==> src/rtl/ysyx_23060332_lsu.sv <==
// ysyx_23060332_lsu
// Load/store unit for the NPC core. It takes one load or store from execute,
// issues a single request to data memory, and hands the aligned/extended load
// data (or a store acknowledgement) back to write-back. Only one transaction
// is ever in flight.
//
// Ports
//   clk, rst_n                 : clock, asynchronous active-low reset
//   req_valid/req_ready        : request from execute (accepted only in IDLE)
//   req_wen, req_funct3        : 1 = store / RV32 size+sign encoding
//   req_addr, req_wdata        : byte address, LSB-aligned store data
//   mem_req_valid/mem_req_ready: request toward data memory
//   mem_wen, mem_addr          : write flag, word-aligned address
//   mem_wdata, mem_wmask       : lane-positioned store data, byte enables
//   mem_rsp_valid, mem_rdata   : memory read data / write done
//   rsp_valid/rsp_ready        : result toward write-back
//   rsp_rdata, rsp_err         : extended load data, misaligned/illegal flag
//
// Handshakes: a transfer happens on a rising edge where valid and ready are
// both high. Once valid is raised it stays high, and its payload stays
// unchanged, until that transfer happens.
module ysyx_23060332_lsu (
   input  logic        clk,
   input  logic        rst_n,
   input  logic        req_valid,
   output logic        req_ready,
   input  logic        req_wen,
   input  logic [2:0]  req_funct3,
   input  logic [31:0] req_addr,
   input  logic [31:0] req_wdata,
   output logic        mem_req_valid,
   input  logic        mem_req_ready,
   output logic        mem_wen,
   output logic [31:0] mem_addr,
   output logic [31:0] mem_wdata,
   output logic [7:0]  mem_wmask,
   input  logic        mem_rsp_valid,
   input  logic [31:0] mem_rdata,
   output logic        rsp_valid,
   input  logic        rsp_ready,
   output logic [31:0] rsp_rdata,
   output logic        rsp_err
);

   typedef enum logic [1:0] {S_IDLE, S_REQ, S_WAIT, S_RESP} state_t;

   state_t      state_q,     state_d;
   logic        wen_q,       wen_d;
   logic [2:0]  f3_q,        f3_d;
   logic [1:0]  off_q,       off_d;
   logic        mem_wen_q,   mem_wen_d;
   logic [31:0] mem_addr_q,  mem_addr_d;
   logic [31:0] mem_wdata_q, mem_wdata_d;
   logic [3:0]  mem_wmask_q, mem_wmask_d;
   logic [31:0] rsp_rdata_q, rsp_rdata_d;
   logic        rsp_err_q,   rsp_err_d;

   // Legality of the incoming request (only meaningful in IDLE).
   logic        f3_ok, misaligned, legal;
   logic [31:0] st_data;
   logic [3:0]  st_mask;
   logic [31:0] ld_shift, ld_data;

   always_comb begin
      if (req_wen) f3_ok = req_funct3 inside {3'b000, 3'b001, 3'b010};
      else         f3_ok = req_funct3 inside {3'b000, 3'b001, 3'b010, 3'b100, 3'b101};
      misaligned = ((req_funct3[1:0] == 2'b01) && req_addr[0]) ||
                   ((req_funct3[1:0] == 2'b10) && (req_addr[1:0] != 2'b00));
      legal      = f3_ok && !misaligned;
   end

   // Store data is replicated across lanes; the mask selects the live bytes.
   always_comb begin
      case (req_funct3[1:0])
         2'b00: begin
            st_data = {4{req_wdata[7:0]}};
            st_mask = 4'b0001 << req_addr[1:0];
         end
         2'b01: begin
            st_data = {2{req_wdata[15:0]}};
            st_mask = 4'b0011 << req_addr[1:0];
         end
         default: begin
            st_data = req_wdata;
            st_mask = 4'hF;
         end
      endcase
   end

   // Load extraction from the raw memory word, using the latched byte offset.
   always_comb begin
      ld_shift = mem_rdata >> {off_q, 3'b000};
      case (f3_q)
         3'b000:  ld_data = {{24{ld_shift[7]}}, ld_shift[7:0]};
         3'b001:  ld_data = {{16{ld_shift[15]}}, ld_shift[15:0]};
         3'b100:  ld_data = {24'h0, ld_shift[7:0]};
         3'b101:  ld_data = {16'h0, ld_shift[15:0]};
         default: ld_data = ld_shift;
      endcase
   end

   always_comb begin
      state_d     = state_q;
      wen_d       = wen_q;
      f3_d        = f3_q;
      off_d       = off_q;
      mem_wen_d   = mem_wen_q;
      mem_addr_d  = mem_addr_q;
      mem_wdata_d = mem_wdata_q;
      mem_wmask_d = mem_wmask_q;
      rsp_rdata_d = rsp_rdata_q;
      rsp_err_d   = rsp_err_q;
      case (state_q)
         S_IDLE: begin
            if (req_valid) begin
               wen_d       = req_wen;
               f3_d        = req_funct3;
               off_d       = req_addr[1:0];
               rsp_rdata_d = 32'h0;
               if (legal) begin
                  mem_wen_d   = req_wen;
                  mem_addr_d  = {req_addr[31:2], 2'b00};
                  mem_wdata_d = req_wen ? st_data : 32'h0;
                  mem_wmask_d = req_wen ? st_mask : 4'h0;
                  rsp_err_d   = 1'b0;
                  state_d     = S_REQ;
               end else begin
                  // Rejected access: memory side stays quiet, answer directly.
                  mem_wen_d   = 1'b0;
                  mem_addr_d  = 32'h0;
                  mem_wdata_d = 32'h0;
                  mem_wmask_d = 4'h0;
                  rsp_err_d   = 1'b1;
                  state_d     = S_RESP;
               end
            end
         end
         S_REQ: begin
            if (mem_req_ready) state_d = S_WAIT;
         end
         S_WAIT: begin
            if (mem_rsp_valid) begin
               rsp_rdata_d = wen_q ? 32'h0 : ld_data;
               state_d     = S_RESP;
            end
         end
         S_RESP: begin
            if (rsp_ready) state_d = S_IDLE;
         end
         default: state_d = S_IDLE;
      endcase
   end

   always_ff @(posedge clk or negedge rst_n) begin
      if (!rst_n) begin
         state_q     <= S_IDLE;
         wen_q       <= 1'b0;
         f3_q        <= 3'b000;
         off_q       <= 2'b00;
         mem_wen_q   <= 1'b0;
         mem_addr_q  <= 32'h0;
         mem_wdata_q <= 32'h0;
         mem_wmask_q <= 4'h0;
         rsp_rdata_q <= 32'h0;
         rsp_err_q   <= 1'b0;
      end else begin
         state_q     <= state_d;
         wen_q       <= wen_d;
         f3_q        <= f3_d;
         off_q       <= off_d;
         mem_wen_q   <= mem_wen_d;
         mem_addr_q  <= mem_addr_d;
         mem_wdata_q <= mem_wdata_d;
         mem_wmask_q <= mem_wmask_d;
         rsp_rdata_q <= rsp_rdata_d;
         rsp_err_q   <= rsp_err_d;
      end
   end

   assign req_ready     = (state_q == S_IDLE);
   assign mem_req_valid = (state_q == S_REQ);
   assign rsp_valid     = (state_q == S_RESP);
   assign mem_wen       = mem_wen_q;
   assign mem_addr      = mem_addr_q;
   assign mem_wdata     = mem_wdata_q;
   assign mem_wmask     = {4'h0, mem_wmask_q};
   assign rsp_rdata     = rsp_rdata_q;
   assign rsp_err       = rsp_err_q;

endmodule

==> config.mk <==
export PLATFORM = sky130hd
export DESIGN_NAME = ysyx_23060332_lsu
export DESIGN_NICKNAME = d
export VERILOG_FILES = /design/src/rtl/ysyx_23060332_lsu.sv
export SDC_FILE = /design/constraint.sdc
export NUM_CORES = 1
export LEC_CHECK = 0
export BUFFER_PORTS_ARGS = -buffer_cell sky130_fd_sc_hd__buf_2
export CAP_MARGIN = 40
export CORE_UTILIZATION = 25
export CTS_BUF_LIST = sky130_fd_sc_hd__clkbuf_4
export DETAILED_ROUTE_END_ITERATION = 10
export PLACE_DENSITY_LB_ADDON = 0.05
export SETUP_SLACK_MARGIN = 0.1
export SLEW_MARGIN = 20
export SYNTH_ARGS = -nofsm -noshare
export SYNTH_HDL_FRONTEND = slang
export SYNTH_SLANG_ARGS = --single-unit
==> constraint.sdc <==
create_clock -name clk -period 2.4 [get_ports clk]
set_input_delay 0.12 -clock clk [delete_from_list [all_inputs] [get_ports clk]]
set_output_delay 0.12 -clock clk [all_outputs]
set_load 0.01 [all_outputs]
* Word level (Yosys, flattened, before mapping) *
Index checks and enable logic that the tools add are counted.

word-level totals
  input port bits = 106
  bits in registers = 110

cells by class
  shift operators = 3
  eq/ne operators = 16
  reductions and logical operators = 16
  mux-type cells = 21

operators by type and width
  kind                   number
  $mux W32               6
  $pmux W32 S2           2
  $pmux W32 S4           1
  $shr A32 B5 Y32        1
  $eq A3 B3 Y1 const B   4
  $mux W2                5
  $mux W4                2
  $pmux W2 S4            1
  $pmux W4 S2            1
  $eq A2 B2 Y1 const B   3
  $eq A3 B1 Y1 const B   2
  $logic_not A3 Y1       2
  $reduce_bool A5 Y1     1
  $eq A2 B1 Y1 const B   2
  $logic_not A2 Y1       2
  $ne A2 B1 Y1 const B   2
  $ne A2 B2 Y1 const B   2
  $reduce_and A4 Y1      1
  $reduce_bool A2 Y1     2
  $shl A1 B2 Y4 const A  1
  $shl A2 B2 Y4 const A  1
  $eq A3 B2 Y1 const B   1
  $logic_and A1 B1 Y1    3
  $mux W1                3
  5 further kinds        5

* Depth between registers and ports, before layout *
  depth in word-level cells = 8
  gate-level depth with buffers = 9
  gate-level depth less buffers = 6

* Worst setup path before layout *
OpenSTA, ideal clock, no wires.

  path type = register to register
  start = register state_q[0]
  end = register rsp_rdata_q[16], in the netlist rsp_rdata[16]
  setup time = 0.067 ns
  path slack = 0.365 ns
  stages on the path, launching flop included = 10
  data required time = 2.333 ns
  arrival = 1.969 ns
  path through = dfrtp_1 -> inv_1 -> ha_1 -> nor2b_4 -> or3_1 -> buf_6 -> nor4bb_1 -> buf_4 -> buf_8 -> a221o_1

between the ends
  cells in the longest elaborated chain, start to end = 3

RTL lines
  element                                                       RTL line  RTL
  start: declaration                                            47        state_t state_q, state_d;
  start signal: assignment                                      167       state_q <= state_d;
  $logic_not A2 Y1 (*)                                          n/a
  net req_ready                                                 26        output logic req_ready,
  $ne A2 B2 Y1 (no line) or $reduce_bool A2 Y1 (tied branches)  n/a
  $reduce_and A3 Y1 (no line)                                   n/a
  end signal: assignment                                        175       rsp_rdata_q <= rsp_rdata_d;
  end: declaration                                              55        logic [31:0] rsp_rdata_q, rsp_rdata_d;

Mark *: on every way through the listed nets, which the timed path passes. The rest lies on a longest branch.
A chain may end at the register's enable or synchronous reset.

* Final worst setup path *
  start = register state_q[0]
  end = register rsp_rdata_q[26], in the netlist rsp_rdata[26]

between the ends
  cells in the longest elaborated chain, start to end = 3

RTL lines
  element                                                       RTL line  RTL
  $eq A2 B2 Y1 or $logic_not A2 Y1 (tied branches)              113       case (state_q)
  $ne A2 B2 Y1 (no line) or $reduce_bool A2 Y1 (tied branches)  n/a
  $reduce_and A3 Y1 (no line)                                   n/a

Several ways; a longest one is shown, not always the timed one.

==> reports/qor.yml <==
status: "completed"
instances_no_fill: 1059
die_w_um: 145
cts_sinks: 108
syn-instance-count: 508
slew_headroom_pct: 55.9
fillers: 2014
num_rows: 51
leakage_nw: 3.77
dp_cells: 958
fin_crit_sh_pct: 87.4
worstSetupEndpointType: "register"
crit_family: "simple AND/OR/NAND/NOR gates"
synth_area_um2: 5090
antenna_found_initial: 1
slowest_delay_ps: 420
gp_congestion: 0.756
portBuffers: 208
synth_area_leader_cell: "dfrtp_1"
synth-edff-count: 0
synth_area_leaders: "dfrtp_1 53%, mux2i_1 8.3%, nand2_1 8.1%, o21ai_0 6.5%, a221o_1 3.1%"
path_cells: "inv_1 > ha_1 > nor2b_4 > or3_4 > nor4bb_2 > buf_4 > a221o_1"
drt_wl_total_um: 16700
finalSetupViolations: 0
synth_seq_cells: 108
timing.critical_path.buf_inv: 2
synthArstFlopShare_pct: 100
cts-buffers-inserted: 9
fp.dieH_um: 145
layout_common_cells: "207 x buf_2, 109 x nand2_1, 108 x dfrtp_1"
grt_start_max_net_pins: 60
route.detailed.drc: 0
dpl.hpwl_um: 11800
grt_pass1_wl_um: 26000
cp.required_ps: 2820
drtIter0Drc: 189
via_count: 4792
min_from: "req_funct3[0]"
yosysUniqueCellTypes: 36
top_level_ports: 215
crit_path_top_delay_cell: "or3_4"
fmax_mhz: 477
grt_pass1_vias: 4844
arrival_ps: 2520
core-area_um2: 19700
clockBufferDepth: 2
tns_ps: 0
nNetsFinal: 898
r2r_start: "state_q[0]"
yosysWarningCount: 0
cts_tree: "done"
vias_per_cell: 4.53
ys_seq_area_share_pct: 53.1
drive_above_1_share_pct: 33.0
cap_violations: 0
track_usage_pct: 16.5
final_common_cell: "buf_2"
worstHoldEndpoint: "f3_q[0]"
area_delta_synth_final_pct: 45.9
antenna_left: 0
clock_skew_ps: 25.3
insertion_delay_ps: 470
finalCriticalPeriod_ps: 2100
whs_path_depth: 3
hold_violations: 0
clk_pin_slew_ps: 170
worstSetupPathType: "reg2reg"
worst_pin_slew_ps: 662
critPathMaxFanout: 16
rsz0062_at_grt: "false"
cp-start-kind: "register"
dr.pass1.iters: 4
synth_top_area_share_pct: 53.1
holdWs_ps: 50.6
initial_core_util_pct: 25.8
rr_endpoint: "rsp_rdata[26]"
maxSlewViolCount: 0
wire_per_inst_um: 15.8
hp-class: "in2reg"
root_buffer: "clkbuf_4"
ctsHtreeMaxLevel: 3
overflow: 0
syn_area_per_cell_um2: 10.0
rr_worst_depth: 7
power.density_nw_per_um2: 977
dieArea_um2: 20900
ir_drop_mv: 0.348
synth_ff_type: "dfrtp_1"
ff2ff_setup_slack_ps: 300
[through the flow]
step                      worst slack, ps  total power, W  utilization (%)  area, um^2
after floorplan                       365         0.00487                -        5110
after global placement                256         0.00622             32.5        6410
after detailed placement              157         0.00626             32.7        6440
after CTS                             164         0.00739             37.6        7420
after global routing                  214         0.00788             37.7        7430
final                                 304         0.00726             37.7        7430
[logic make-up after synthesis]
group                    after synthesis  synth area share (%)
AO/OA/AOI/OAI                        140                  17.5
adder cells (fa/ha/maj)                5                  1.23
buffers and inverters                 51                  4.94
flip-flops                           108                  53.1
multiplexers                          51                  10.5
other                                  1                0.0736
AND/OR/NAND/NOR                      152                  12.8
[worst max-delay path by stage]
stage / startpoint / endpoint / cells past startpoint
2_1_floorplan: state_q[0] / rsp_rdata[16] / 9
3_3_place_gp: state_q[0] / rsp_rdata[16] / 6
3_5_place_dp: state_q[0] / rsp_rdata[16] / 6
4_1_cts: state_q[0] / rsp_rdata[16] / 6
5_1_grt: state_q[0] / rsp_rdata[22] / 7
6_report: state_q[0] / rsp_rdata[26] / 7
[per-layer routing]
metal | GRT usage [%] | vias up | wire length [um]
met4 | 5.15 | 0 | 197
met5 | 0 | - | 0
met1 | 20.7 | 2286 | 7310
li1 | - | 2332 | -
met3 | 3.82 | 11 | 1120
met2 | 28.0 | 163 | 8080
[what timing repair did]
action,4_1_cts,5_1_grt
setup endpoints to repair,0,8
hold buffers,83,0
gates resized for setup,0,2
hold endpoints to repair,123,0
buffers inserted,0,0
[synth_stat cells, types with 5 or more instances]
master	count
nor2_1	23
ha_1	5
a22o_1	10
buf_4	7
a21oi_1	28
buf_2	6
o2bb2ai_1	15
mux2i_1	42
dfrtp_1	108
mux2_2	8
nand2_1	110
nand3b_1	8
o21ai_0	66
clkbuf_1	26
a221o_1	16
inv_1	7
[state kept, by name (all words and copies together) (netlist names)]
register / count
mem_wmask_q: 4
state_q: 2
off_q: 2
mem_wen: 1
wen_q: 1
mem_addr: 30
rsp_err: 1
mem_wdata: 32
rsp_rdata: 32
f3_q: 3
[cell type report]
type                    instances  area (um^2)  share of cell area [%]
clock buffers                  10         75.1                    1.01
well taps                     265          332                    4.46
inverters                       7         26.3                   0.354
clock inverters                 6         72.6                   0.976
diodes                          2         5.00                  0.0673
flip-flops and latches        108         2700                    36.4
repair buffers                307         2040                    27.4
multi-input cells             354         2180                    29.3
[where the power goes]
group / total (W) / internal (W) / switching (W)
Clock: 0.000988 / 0.000339 / 0.000649
Combinational: 0.00335 / 0.00145 / 0.00191
Sequential: 0.00292 / 0.00251 / 0.000414
Total: 0.00726 / 0.00429 / 0.00297
[worst min-delay path: cells and delay by family]
kind / cells / cell delay (ps)
buffers and inverters: 1 / 230
AND/OR/NAND/NOR: 2 / 150
Power figures use the tool's default switching activity.
